[src/rtl/bsg_cache_nb_pkg.sv]
// Shared types and helpers for the non-blocking cache tag-buffer drain logic.
package bsg_cache_nb_pkg;

  typedef enum logic [1:0] {
    e_drain_idle = 2'd0,
    e_drain_rd   = 2'd1,
    e_drain_cap  = 2'd2,
    e_drain_wr   = 2'd3
  } bsg_cache_nb_tbuf_drain_state_e;

  // Number of byte-offset bits below the set index.
  function automatic int bsg_cache_nb_block_offset_width(input int words, input int word_w);
    return $clog2(words * word_w / 8);
  endfunction

endpackage

[src/rtl/bsg_cache_nb_tbuf_drain_if.sv]
// Bundle of tbuf head, pipeline arbitration and stat-mem request signals seen by the drain engine.
interface bsg_cache_nb_tbuf_drain_if #(
  parameter int addr_width_p = 32,
  parameter int ways_p       = 4,
  parameter int sets_p       = 64
);
  localparam int lg_ways_lp = $clog2(ways_p);
  localparam int lg_sets_lp = $clog2(sets_p);
  localparam int stat_w_lp  = 2 * ways_p - 1;

  logic [addr_width_p-1:0] tbuf_addr_i;
  logic [lg_ways_lp-1:0]   tbuf_way_i;
  logic                    tbuf_v_i;
  logic                    tbuf_full_i;
  logic                    tbuf_yumi_o;
  logic                    pipe_stat_req_i;
  logic                    drain_i;
  logic                    stat_mem_v_o;
  logic                    stat_mem_w_o;
  logic [lg_sets_lp-1:0]   stat_mem_addr_o;
  logic [stat_w_lp-1:0]    stat_mem_data_o;
  logic                    stat_mem_gnt_i;
  logic [stat_w_lp-1:0]    stat_mem_data_i;
  logic                    lock_o;
  logic                    idle_o;

  modport master (
    input  tbuf_addr_i, tbuf_way_i, tbuf_v_i, tbuf_full_i,
    output tbuf_yumi_o,
    input  pipe_stat_req_i, drain_i,
    output stat_mem_v_o, stat_mem_w_o, stat_mem_addr_o, stat_mem_data_o,
    input  stat_mem_gnt_i, stat_mem_data_i,
    output lock_o, idle_o
  );

  modport slave (
    output tbuf_addr_i, tbuf_way_i, tbuf_v_i, tbuf_full_i,
    input  tbuf_yumi_o,
    output pipe_stat_req_i, drain_i,
    input  stat_mem_v_o, stat_mem_w_o, stat_mem_addr_o, stat_mem_data_o,
    output stat_mem_gnt_i, stat_mem_data_i,
    input  lock_o, idle_o
  );

endinterface

[src/rtl/bsg_cache_nb_plru_update.sv]
// Tree pseudo-LRU update: every node on the root-to-leaf path of way_i is turned to point away from it.
module bsg_cache_nb_plru_update #(
  parameter int ways_p = 4
) (
  input  logic [ways_p-2:0]         lru_i,
  input  logic [$clog2(ways_p)-1:0] way_i,
  output logic [ways_p-2:0]         lru_o
);
  localparam int lg_ways_lp = $clog2(ways_p);

  // Heap numbering: level l holds nodes (2^l - 1) .. (2^(l+1) - 2); node k of level l is on
  // the path iff the top l bits of the way equal k. A 1 means the next victim is on the right.
  for (genvar l = 0; l < lg_ways_lp; l++) begin : g_lvl
    for (genvar k = 0; k < (1 << l); k++) begin : g_node
      logic on_path;
      assign on_path = (int'(way_i >> (lg_ways_lp - l)) == k);
      assign lru_o[(1 << l) - 1 + k] = on_path ? ~way_i[lg_ways_lp-1-l]
                                               : lru_i[(1 << l) - 1 + k];
    end
  end

endmodule

[src/rtl/bsg_cache_nb_tbuf_drain.sv]
// Pops tag-buffer store records and read-modify-writes the stat memory (dirty bit + PLRU) per entry.
module bsg_cache_nb_tbuf_drain
  import bsg_cache_nb_pkg::*;
#(
  parameter int addr_width_p          = 32,
  parameter int ways_p                = 4,
  parameter int sets_p                = 64,
  parameter int block_size_in_words_p = 8,
  parameter int word_width_p          = 32
) (
  input logic                    clk_i,
  input logic                    reset_n_i,
  bsg_cache_nb_tbuf_drain_if.master bus
);
  localparam int lg_ways_lp       = $clog2(ways_p);
  localparam int lg_sets_lp       = $clog2(sets_p);
  localparam int block_offset_lp  = bsg_cache_nb_block_offset_width(block_size_in_words_p, word_width_p);

  typedef struct packed {
    logic [ways_p-1:0] dirty;
    logic [ways_p-2:0] lru;
  } stat_info_s;

  bsg_cache_nb_tbuf_drain_state_e state_r, state_n;
  logic [lg_sets_lp-1:0] idx_r;
  logic [lg_ways_lp-1:0] way_r;
  stat_info_s            new_r;
  stat_info_s            rd_info;
  stat_info_s            upd_info;
  logic [ways_p-2:0]     lru_new;
  logic [ways_p-1:0]     way_onehot;
  logic                  start;
  logic                  unused_addr;

  // Only the set-index bits matter; the rest of the address is carried for the tbuf's benefit.
  assign unused_addr = ^bus.tbuf_addr_i;

  // A pending pipeline access wins unless the tbuf is full or a drain is forced.
  assign start   = bus.tbuf_v_i & (bus.drain_i | bus.tbuf_full_i | ~bus.pipe_stat_req_i);
  assign rd_info = bus.stat_mem_data_i;

  always_comb begin
    state_n = state_r;
    unique case (state_r)
      e_drain_idle: if (start)              state_n = e_drain_rd;
      e_drain_rd:   if (bus.stat_mem_gnt_i) state_n = e_drain_cap;
      e_drain_cap:                          state_n = e_drain_wr;
      e_drain_wr:   if (bus.stat_mem_gnt_i) state_n = e_drain_idle;
      default:                              state_n = e_drain_idle;
    endcase
  end

  assign way_onehot = {{(ways_p-1){1'b0}}, 1'b1} << way_r;

  bsg_cache_nb_plru_update #(.ways_p(ways_p)) plru (
    .lru_i (rd_info.lru),
    .way_i (way_r),
    .lru_o (lru_new)
  );

  assign upd_info = {rd_info.dirty | way_onehot, lru_new};

  // The head entry is latched at launch so a tbuf_v_i drop mid-operation cannot disturb it.
  always_ff @(posedge clk_i or negedge reset_n_i) begin
    if (!reset_n_i) begin
      state_r <= e_drain_idle;
      idx_r   <= '0;
      way_r   <= '0;
      new_r   <= '0;
    end else begin
      state_r <= state_n;
      if (state_r == e_drain_idle && start) begin
        idx_r <= bus.tbuf_addr_i[block_offset_lp +: lg_sets_lp];
        way_r <= bus.tbuf_way_i;
      end
      if (state_r == e_drain_cap)
        new_r <= upd_info;
    end
  end

  assign bus.stat_mem_v_o    = (state_r == e_drain_rd) | (state_r == e_drain_wr);
  assign bus.stat_mem_w_o    = (state_r == e_drain_wr);
  assign bus.stat_mem_addr_o = idx_r;
  assign bus.stat_mem_data_o = new_r;
  // Pop only once the write is committed, so a reset mid-operation leaves the entry to be redone.
  assign bus.tbuf_yumi_o     = (state_r == e_drain_wr) & bus.stat_mem_gnt_i;
  assign bus.lock_o          = (state_r == e_drain_cap) | (state_r == e_drain_wr);
  assign bus.idle_o          = (state_r == e_drain_idle);

endmodule

[src/flat_wrapper.sv]
// flat-port wrapper written by rule: the top's interface ports become plain ports
module bsg_cache_nb_tbuf_drain_flat import bsg_cache_nb_pkg::*;
#(
  parameter int addr_width_p          = 32,
  parameter int ways_p                = 4,
  parameter int sets_p                = 64,
  parameter int block_size_in_words_p = 8,
  parameter int word_width_p          = 32
)
  (clk_i, reset_n_i, bus_tbuf_addr_i, bus_tbuf_way_i, bus_tbuf_v_i, bus_tbuf_full_i, bus_tbuf_yumi_o, bus_pipe_stat_req_i, bus_drain_i, bus_stat_mem_v_o, bus_stat_mem_w_o, bus_stat_mem_addr_o, bus_stat_mem_data_o, bus_stat_mem_gnt_i, bus_stat_mem_data_i, bus_lock_o, bus_idle_o);
  bsg_cache_nb_tbuf_drain_if #(.addr_width_p(addr_width_p), .ways_p(ways_p), .sets_p(sets_p)) bus_i ();
  input logic clk_i;
  input logic reset_n_i;
  input wire logic [$bits(bus_i.tbuf_addr_i)-1:0] bus_tbuf_addr_i;
  input wire logic [$bits(bus_i.tbuf_way_i)-1:0] bus_tbuf_way_i;
  input wire logic [$bits(bus_i.tbuf_v_i)-1:0] bus_tbuf_v_i;
  input wire logic [$bits(bus_i.tbuf_full_i)-1:0] bus_tbuf_full_i;
  output wire logic [$bits(bus_i.tbuf_yumi_o)-1:0] bus_tbuf_yumi_o;
  input wire logic [$bits(bus_i.pipe_stat_req_i)-1:0] bus_pipe_stat_req_i;
  input wire logic [$bits(bus_i.drain_i)-1:0] bus_drain_i;
  output wire logic [$bits(bus_i.stat_mem_v_o)-1:0] bus_stat_mem_v_o;
  output wire logic [$bits(bus_i.stat_mem_w_o)-1:0] bus_stat_mem_w_o;
  output wire logic [$bits(bus_i.stat_mem_addr_o)-1:0] bus_stat_mem_addr_o;
  output wire logic [$bits(bus_i.stat_mem_data_o)-1:0] bus_stat_mem_data_o;
  input wire logic [$bits(bus_i.stat_mem_gnt_i)-1:0] bus_stat_mem_gnt_i;
  input wire logic [$bits(bus_i.stat_mem_data_i)-1:0] bus_stat_mem_data_i;
  output wire logic [$bits(bus_i.lock_o)-1:0] bus_lock_o;
  output wire logic [$bits(bus_i.idle_o)-1:0] bus_idle_o;
  assign bus_i.tbuf_addr_i = bus_tbuf_addr_i;
  assign bus_i.tbuf_way_i = bus_tbuf_way_i;
  assign bus_i.tbuf_v_i = bus_tbuf_v_i;
  assign bus_i.tbuf_full_i = bus_tbuf_full_i;
  assign bus_tbuf_yumi_o = bus_i.tbuf_yumi_o;
  assign bus_i.pipe_stat_req_i = bus_pipe_stat_req_i;
  assign bus_i.drain_i = bus_drain_i;
  assign bus_stat_mem_v_o = bus_i.stat_mem_v_o;
  assign bus_stat_mem_w_o = bus_i.stat_mem_w_o;
  assign bus_stat_mem_addr_o = bus_i.stat_mem_addr_o;
  assign bus_stat_mem_data_o = bus_i.stat_mem_data_o;
  assign bus_i.stat_mem_gnt_i = bus_stat_mem_gnt_i;
  assign bus_i.stat_mem_data_i = bus_stat_mem_data_i;
  assign bus_lock_o = bus_i.lock_o;
  assign bus_idle_o = bus_i.idle_o;
  bsg_cache_nb_tbuf_drain #(.addr_width_p(addr_width_p), .ways_p(ways_p), .sets_p(sets_p), .block_size_in_words_p(block_size_in_words_p), .word_width_p(word_width_p)) u_core (.clk_i(clk_i), .reset_n_i(reset_n_i), .bus(bus_i));
endmodule
[config.mk]
export PLATFORM = sky130hd
export DESIGN_NAME = bsg_cache_nb_tbuf_drain_flat
export DESIGN_NICKNAME = d
export VERILOG_FILES = /design/src/rtl/bsg_cache_nb_pkg.sv /design/src/rtl/bsg_cache_nb_tbuf_drain_if.sv /design/src/rtl/bsg_cache_nb_plru_update.sv /design/src/rtl/bsg_cache_nb_tbuf_drain.sv /design/src/flat_wrapper.sv
export SDC_FILE = /design/constraint.sdc
export NUM_CORES = 1
export LEC_CHECK = 0
export CAP_MARGIN = 10
export CORE_MARGIN = 8
export CORE_UTILIZATION = 30
export DETAILED_ROUTE_END_ITERATION = 8
export PLACE_DENSITY = 0.75
export SYNTH_ARGS = -nofsm -noshare
export SYNTH_HDL_FRONTEND = slang
export SYNTH_SLANG_ARGS = --single-unit
[constraint.sdc]
create_clock -name clk_i -period 2.2 [get_ports clk_i]
set_clock_uncertainty 0.15 [all_clocks]
set_input_delay 0.22 -clock clk_i [delete_from_list [all_inputs] [get_ports clk_i]]
set_output_delay 0.22 -clock clk_i [all_outputs]
set_load 0.02 [all_outputs]
==> results of run 1 <==
==> worst paths after layout <==
path	endpoint	slack, ns	cells past startpoint
max	bus_stat_mem_v_o	0.07	3
min	u_core.way_r[0]$_DFFE_PN0P_	0.09	1
max reg2reg	u_core.bus.stat_mem_addr_o[0]$_DFFE_PN0P_	0.40	5
min reg2reg	u_core.bus.stat_mem_addr_o[3]$_DFFE_PN0P_	0.37	1
max in group asynchronous	u_core.bus.stat_mem_addr_o[1]$_DFFE_PN0P_	1.34	2
min in group clk_i	u_core.bus.stat_mem_addr_o[3]$_DFFE_PN0P_	0.37	1
==> sequential cells by signal, indices dropped and copies added, names as in the netlist <==
signal                      count
u_core.state_r                  2
u_core.bus.stat_mem_data_o      7
u_core.way_r                    2
u_core.bus.stat_mem_addr_o      6
==> final cells by class <==
type                            count  share of cell area
Clock inverter                      1            0.003929
Timing Repair Buffer               40              0.3124
Clock buffer                        3             0.01768
Multi-Input combinational cell     44              0.2927
Inverter                            3            0.008841
Tap cell                           31             0.03045
Sequential cell                    17              0.3340
==> synth_stat cells, types with 2 or more instances <==
| master | number | area share |
|---|---|---|
| nor2_1 | 9 | 0.042 |
| ha_1 | 4 | 0.062 |
| dfrtp_1 | 17 | 0.52 |
| mux2_4 | 8 | 0.15 |
| a21oi_1 | 10 | 0.062 |
| inv_1 | 3 | 0.014 |
| or2_2 | 2 | 0.015 |
| nor2b_1 | 2 | 0.015 |
==> layer usage <==
layer	wire [um]	share of wire
met5	0	0
met4	12	0.0067
met3	224	0.12
met2	873	0.48
met1	693	0.38
==> logic make-up after synthesis <==
logic type / after synthesis / synth area share
AND/OR/NAND/NOR: 16 / 0.09539
flip-flops: 17 / 0.5231
multiplexers: 10 / 0.1754
buffers and inverters: 4 / 0.01846
AO/OA/AOI/OAI: 14 / 0.1262
adder cells (fa/ha/maj): 4 / 0.06154
==> stage by stage <==
stage / util / total power, mW / worst slack [ns]
floorplan: - / 1.237 / 0.3947
global placement: 0.4671 / 1.686 / 0.3671
detailed placement: 0.4671 / 1.712 / 0.3325
CTS: 0.4774 / 1.880 / 0.01017
global route: 0.4784 / 1.973 / 0.01842
finish: 0.4784 / 1.840 / 0.07224
==> repair_timing <==
action                                  in CTS  in global routing
hold buffers                                 0                  0
resized for setup                            0                  1
endpoints found under the setup margin       0                  1
==> where the power goes <==
part	leakage, nW	internal [mW]	switching (mW)
logic	0.351	0.597	0.504
registers	0.193	0.470	0.109
clock network	0.0177	0.0674	0.0929
==> worst reg2reg max path, cell delays in order (launching register included) <==
cell and delay [ns]:
dfrtp_1 0.42, inv_1 0.10, ha_1 0.26, nand2_2 0.09
a21oi_4 0.34, mux2_4 0.34
==> flow_metrics.env, run 1 <==
export IMPL_seq_area_um2=425.4
export IMPL_timing_final_crit_period_ns=2.128
export IMPL_critPathMaxFanout=5
export IMPL_netlist_area_um2=813.3
export IMPL_drive_above_1_share=0.2037
export IMPL_grtUsageTotal=0.07995
export IMPL_rr_startpoint="u_core.state_r[0]$_DFFE_PN0P_"
export IMPL_post_route_drc_count=0
export IMPL_clk_path_buf_depth=2
export IMPL_die_h_um=68.07
export IMPL_path_buf_inv=1
export IMPL_status="completed"
export IMPL_multi_input_area_um2=372.9
export IMPL_antenna_found_initial=0
export IMPL_layout_commonest_cell="clkdlybuf4s50_1"
export IMPL_crit_arrival_ns=1.76
export IMPL_tns_ns=0
export IMPL_cts_root_buf="clkbuf_4"
export IMPL_slew_headroom=0.7068
export IMPL_max_freq_mhz=470.0
export IMPL_hpwl_mm=1.505
export IMPL_clock_sinks=17
export IMPL_die_area_um2=4633
export IMPL_setup_viol=0
export IMPL_cts_tree="built"
export IMPL_area_delta_synth_final_pct=56.62
export IMPL_yosysUniqueCellTypes=18
export IMPL_timing_worst_setup_path_type="flop to primary output"
export IMPL_ir_drop_uv=892.5
export IMPL_worst_slew_pin_slew_ns=0.4384
export IMPL_ys_seq_elements=17
export IMPL_endpoint_kind="primary output"
export IMPL_grtUsageMet3=0.04419
export IMPL_critPathLaunchType="flop"
export IMPL_fill_cells=264
export IMPL_syn_nets=117
export IMPL_yosys_warnings=0
export IMPL_drt_initial_drc_count=13
export IMPL_vias=626
export IMPL_final_cells=139
export IMPL_start_util=0.3055
export IMPL_slowest_delay_ns=0.54
export IMPL_ant_nets=0
export IMPL_async_flop_share=1.000
export IMPL_synth_ff_type="dfrtp_1"
export IMPL_place_gp_congestion=0.7099
export IMPL_clk_insertion_delay_late_ns=0.28
export IMPL_power_density_nw_per_um2=1445
export IMPL_crit_family="buffers and inverters"
export IMPL_yosysSeqAreaShare=0.5231
export IMPL_routedWlPerCell_um=12.97
export IMPL_dp_cells=135
export IMPL_coreArea_um2=2663
export IMPL_grt_overflow=0
export IMPL_antenna_cells=0
export IMPL_slowest_stage="clkdlybuf4s50_1"
export IMPL_final_area_um2=1274
export IMPL_cts_setup_buffers=0
export IMPL_hold_class="primary input to async pin"
export IMPL_rsz0062_at_grt="no"
export IMPL_placed_cell_area_um2=1244
export IMPL_required_ns=1.83
export IMPL_cap_violations=0
export IMPL_finalCritPeriodShare=0.9672
export IMPL_viasPerCell=4.504
export IMPL_pin_count=66
export IMPL_nNetsFinal=161
export IMPL_cts_buffers=3
export IMPL_mostFrequentLayoutCells="37 x clkdlybuf4s50_1, 17 x dfrtp_1, 10 x a21oi_1"
export IMPL_critPathLaunch="u_core.state_r[0]$_DFFE_PN0P_"
export IMPL_synth_edf_count=0
export IMPL_netlist_instances=65
export IMPL_grt_met1_usage=0.08704
export IMPL_rows=19
export IMPL_hold_viol=0
export IMPL_cp_cell_sequence="ha_1 -> or2_2 -> clkdlybuf4s50_1"
export IMPL_routed_wl_mm=1.803
export IMPL_grt_first_pass_wirelength_mm=2.773
export IMPL_dr_pass1_iters=2
export IMPL_cts_max_level=1
export IMPL_finalMaxSlewViolations=0
export IMPL_numPortBuffers=38
export IMPL_die_w_um=68.07
export IMPL_cts_clk_slew_worst_paths_ns=0.10
export IMPL_hold_slack_ns=0.08513
export IMPL_grt_max_degree=15
export IMPL_top_usage_layer="met2"
export IMPL_grtUsageMet2=0.1278
export IMPL_leakage_nw=0.5626
export IMPL_grt_pass1_vias=635
export IMPL_postSynthAreaPerCell_um2=12.51
Note: power is estimated with default switching activity, not from simulation.
==> inputs of run 2 (changes only) <==
clock period = 2.4 ns   (was 2.2 ns; I/O delays follow)
==> flow_metrics.env, run 2 (synthesis results as in run 1) <==
export IMPL_slew_headroom=0.4666
export IMPL_finalCritPeriodShare=0.9135
export IMPL_endpoint_kind="primary output"
export IMPL_place_gp_congestion=0.7238
export IMPL_timing_worst_setup_path_type="flop to primary output"
export IMPL_coreArea_um2=2663
export IMPL_tns_ns=0
export IMPL_hold_buffers=0
export IMPL_grtUsageTotal=0.09030
export IMPL_layout_commonest_cell="clkdlybuf4s50_1"
export IMPL_dr_pass1_iters=2
export IMPL_final_area_um2=1262
export IMPL_critPathMaxFanout=4
export IMPL_required_ns=2.01
export IMPL_drt_initial_drc_count=17
export IMPL_fill_cells=266
export IMPL_clk_path_buf_depth=2
export IMPL_cts_buffers=3
export IMPL_cts_tree="built"
export IMPL_numPortBuffers=38
export IMPL_hold_viol=0
export IMPL_hpwl_mm=1.596
export IMPL_viasPerCell=4.580
export IMPL_cts_root_buf="clkbuf_4"
export IMPL_grt_first_pass_wirelength_mm=3.118
export IMPL_start_util=0.3055
export IMPL_critPathLaunch="u_core.state_r[0]$_DFFE_PN0P_"
export IMPL_cts_resized=0
export IMPL_pin_count=66
export IMPL_cap_violations=0
export IMPL_endpoint="bus_lock_o"
export IMPL_leakage_nw=0.5446
export IMPL_setup_viol=0
export IMPL_routed_wl_mm=1.943
export IMPL_rsz0062_at_grt="no"
export IMPL_die_area_um2=4633
export IMPL_largest_reg_flops=7
export IMPL_clk_insertion_delay_late_ns=0.28
export IMPL_crit_arrival_ns=1.80
export IMPL_critPathLaunchType="flop"
export IMPL_worst_slew_pin_slew_ns=0.7976
export IMPL_antenna_found_initial=0
export IMPL_grt_pass1_vias=698
export IMPL_grt_max_degree=18
export IMPL_reg2reg_setup_slack_ns=0.58
export IMPL_finalMaxSlewViolations=0
export IMPL_die_w_um=68.07
export IMPL_antenna_cells=0
export IMPL_rr_endpoint="u_core.bus.stat_mem_addr_o[0]$_DFFE_PN0P_"
export IMPL_utilization=0.4742
export IMPL_grt_overflow=0
export IMPL_timing_final_crit_period_ns=2.192
export IMPL_post_route_drc_count=0
export IMPL_drive_above_1_share=0.1869
export IMPL_routedWlPerCell_um=14.08
export IMPL_ant_nets=0
export IMPL_hold_class="primary input to async pin"
export IMPL_mostFrequentLayoutCells="38 x clkdlybuf4s50_1, 17 x dfrtp_1, 10 x a21oi_1"
export IMPL_die_h_um=68.07
export IMPL_worst_r2r_path_depth=5
export IMPL_clock_sinks=17
export IMPL_cts_max_level=1
export IMPL_cts_clk_slew_worst_paths_ns=0.09
export IMPL_nNetsFinal=160
export IMPL_ir_drop_uv=637.8
export IMPL_power_density_nw_per_um2=1347
export IMPL_placed_cell_area_um2=1236
export IMPL_rr_startpoint="u_core.state_r[1]$_DFFE_PN0P_"
export IMPL_max_freq_mhz=456.1
export IMPL_status="completed"
export IMPL_rows=19
export IMPL_cts_setup_buffers=0
export IMPL_vias=632
export IMPL_area_delta_synth_final_pct=55.23
export IMPL_hold_slack_ns=0.2637
-- run 2: metal layers --
layer | GRT usage | up-vias | wire [um]
li1 | - | 306 | -
met1 | 0.08880 | 303 | 697
met2 | 0.1559 | 21 | 997
met3 | 0.04746 | 2 | 237
met4 | 0.03836 | 0 | 12
met5 | 0 | - | 0
-- run 2: power by group --
part | leakage (nW) | switching (mW) | internal [mW]
Sequential | 0.193 | 0.100 | 0.431
Clock | 0.0150 | 0.0850 | 0.0645
Combinational | 0.336 | 0.469 | 0.550
Total | 0.545 | 0.655 | 1.05
-- run 2: cell type report --
cell class,instances,area (um2),share of cell area
flip-flops and latches,17,425.4,0.3370
repair buffers,39,387.9,0.3072
multi-input cells,44,372.9,0.2953
well taps,31,38.79,0.03072
clock buffers,4,26.28,0.02081
inverters,3,11.26,0.008920
-- run 2: how the worst min path moves through the flow --
stage | endpoint | slack [ns]
after floorplan | u_core.bus.stat_mem_addr_o[0]$_DFFE_PN0P_ | -0.21
after global routing | u_core.state_r[1]$_DFFE_PN0P_ | 0.33
after CTS | u_core.state_r[1]$_DFFE_PN0P_ | 0.28
after detailed placement | u_core.bus.stat_mem_addr_o[2]$_DFFE_PN0P_ | 0.34
final | u_core.bus.stat_mem_data_o[0]$_DFFE_PN0P_ | 0.26
after global placement | u_core.bus.stat_mem_data_o[0]$_DFFE_PN0P_ | 0.34
-- run 2: metrics by stage --
step	setup slack [ns]	power [mW]	cells
4_1_cts	0.1744	1.734	138
5_1_grt	0.1126	1.824	138
2_1_floorplan	0.5947	1.134	65
3_3_place_gp	0.5336	1.542	134
3_5_place_dp	0.5095	1.576	134
6_report	0.2077	1.700	138
-- run 2: worst max-delay path: stages, from the launching register on --
cell and delay [ns]:
dfrtp_1 0.41, inv_1 0.08, ha_1 0.21, or2_2 0.29, clkdlybuf4s50_1 0.54
==> inputs of run 3 (changes only) <==
CORE_MARGIN = 10   (was 8)
PLACE_DENSITY = 0.76   (was 0.75)
==> flow_metrics.env, run 3 (synthesis results as in run 1) <==
export IMPL_status="completed"
export IMPL_cts_clk_slew_worst_paths_ns=0.10
export IMPL_combPwrFrac=0.600
export IMPL_coreArea_um2=2522
export IMPL_rr_endpoint="u_core.bus.stat_mem_addr_o[4]$_DFFE_PN0P_"
export IMPL_cts_resized=0
export IMPL_slew_headroom=0.4902
export IMPL_clk_path_buf_depth=2
export IMPL_swShare=0.3872
export IMPL_slowest_stage="clkdlybuf4s50_1"
export IMPL_grtUsageTotal=0.07682
export IMPL_hpwl_mm=1.588
export IMPL_critPathMaxFanout=4
export IMPL_hold_buffers=0
export IMPL_cts_buffers=3
export IMPL_die_area_um2=5193
export IMPL_nNetsFinal=160
export IMPL_rr_startpoint="u_core.state_r[0]$_DFFE_PN0P_"
export IMPL_ir_drop_uv=829.8
export IMPL_hold_class="primary input to async pin"
export IMPL_cts_root_buf="clkbuf_4"
export IMPL_grt_first_pass_wirelength_mm=3.263
export IMPL_p_int_mw=1.042
export IMPL_grt_pass1_vias=655
export IMPL_vias=594
export IMPL_antenna_found_initial=0
export IMPL_numPortBuffers=38
export IMPL_area_delta_synth_final_pct=55.23
export IMPL_die_w_um=72.07
export IMPL_largest_reg_flops=7
export IMPL_viasPerCell=4.336
export IMPL_drive_above_1_share=0.1963
export IMPL_layout_commonest_cell="clkdlybuf4s50_1"
export IMPL_power_density_nw_per_um2=1348
export IMPL_cts_tree="built"
export IMPL_ant_nets=0
export IMPL_dr_pass1_iters=3
export IMPL_drt_initial_drc_count=8
export IMPL_pin_count=66
export IMPL_crit_arrival_ns=1.80
export IMPL_post_route_drc_count=0
export IMPL_required_ns=2.01
export IMPL_routedWlPerCell_um=14.02
export IMPL_worst_slew_pin_slew_ns=0.7623
export IMPL_finalCritPeriodShare=0.9112
export IMPL_max_freq_mhz=457.3
export IMPL_endpoint_kind="primary output"
export IMPL_tns_ns=0
export IMPL_reg2reg_setup_slack_ns=0.58
export IMPL_clock_sinks=17
export IMPL_grt_max_degree=18
export IMPL_mostFrequentLayoutCells="38 x clkdlybuf4s50_1, 17 x dfrtp_1, 10 x a21oi_1"
export IMPL_leakage_nw=0.5473
export IMPL_clk_insertion_delay_late_ns=0.28
export IMPL_clkPwrFrac=0.087
export IMPL_power_switching_mw=0.6587
export IMPL_start_util=0.3224
export IMPL_antenna_cells=0
export IMPL_setup_viol=0
export IMPL_hold_slack_ns=0.2429
export IMPL_crit_family="buffers and inverters"
export IMPL_cp_cell_sequence="inv_1 -> ha_1 -> or2_2 -> clkdlybuf4s50_1"
export IMPL_worst_r2r_path_depth=5
export IMPL_die_h_um=72.07
export IMPL_finalMaxSlewViolations=0
export IMPL_path_buf_inv=2
export IMPL_rows=18
export IMPL_timing_final_crit_period_ns=2.187
export IMPL_slowest_delay_ns=0.54
export IMPL_rsz0062_at_grt="no"
export IMPL_cts_max_level=1
export IMPL_cts_setup_buffers=0
export IMPL_place_gp_congestion=0.6726
export IMPL_hold_viol=0
export IMPL_cap_violations=0
export IMPL_timing_worst_setup_path_type="flop to primary output"
export IMPL_seqPwrFrac=0.313
export IMPL_critPathLaunchType="flop"
export IMPL_grt_overflow=0
export IMPL_finalWorstSetupSlack_ns=0.2132
export IMPL_dp_worst_setup_slack_ns=0.5142
export IMPL_routed_wl_mm=1.921
==> run 3: cell type report <==
cell class	count	area (um2)
well taps	30	37.54
fillers	234	1260
inverters	3	11.26
repair buffers	39	387.9
flip-flops and latches	17	425.4
multi-input cells	44	372.9
clock inverters	1	5.005
clock buffers	3	22.52
==> run 3: routing by layer <==
layer,vias up,part of all wire,GRT usage
li1,308,-,-
met1,259,0.44,0.08998
met2,27,0.44,0.1059
met3,0,0.12,0.05170
met4,0,0,0.03226
met5,-,0,0
==> run 3: worst max path at each step <==
| stage | slack, ns | cells after the start | start | to |
|---|---|---|---|---|
| 2_1_floorplan | 0.59 | 5 | u_core.state_r[0]$_DFFE_PN0P_ | u_core.bus.stat_mem_addr_o[0]$_DFFE_PN0P_ |
| 3_3_place_gp | 0.54 | 4 | u_core.state_r[0]$_DFFE_PN0P_ | bus_lock_o |
| 3_5_place_dp | 0.51 | 4 | u_core.state_r[0]$_DFFE_PN0P_ | bus_lock_o |
| 4_1_cts | 0.19 | 4 | u_core.state_r[0]$_DFFE_PN0P_ | bus_lock_o |
| 5_1_grt | 0.13 | 4 | u_core.state_r[0]$_DFFE_PN0P_ | bus_lock_o |
| 6_report | 0.21 | 4 | u_core.state_r[0]$_DFFE_PN0P_ | bus_lock_o |
==> run 3: per-stage QoR <==
stage / cells / power [mW] / util / cell area [um2]
after floorplan: 65 / 1.134 / - / 813.3
after global placement: 133 / 1.549 / 0.4896 / 1235
after detailed placement: 133 / 1.572 / 0.4896 / 1235
after CTS: 137 / 1.731 / 0.5005 / 1262
after global routing: 137 / 1.844 / 0.5005 / 1262
final: 137 / 1.701 / 0.5005 / 1262
==> run 3: worst register-to-register path, delay by kind of cell, from the launching register on <==
kind	cells	cell delay, ns
multiplexers	1	0.34
buffers and inverters	1	0.10
adder cells (fa/ha/maj)	1	0.27
AO/OA/AOI/OAI	1	0.33
AND/OR/NAND/NOR	1	0.10
flip-flops	1	0.42
==> run 3: power by group through the flow <==
stage	Combinational [mW]	Sequential, mW	Clock, mW
global route	1.11	0.553	0.181
finish	1.02	0.532	0.149
global placement	1.02	0.532	0
floorplan	0.482	0.652	0
CTS	1.04	0.534	0.158
detailed placement	1.04	0.534	0
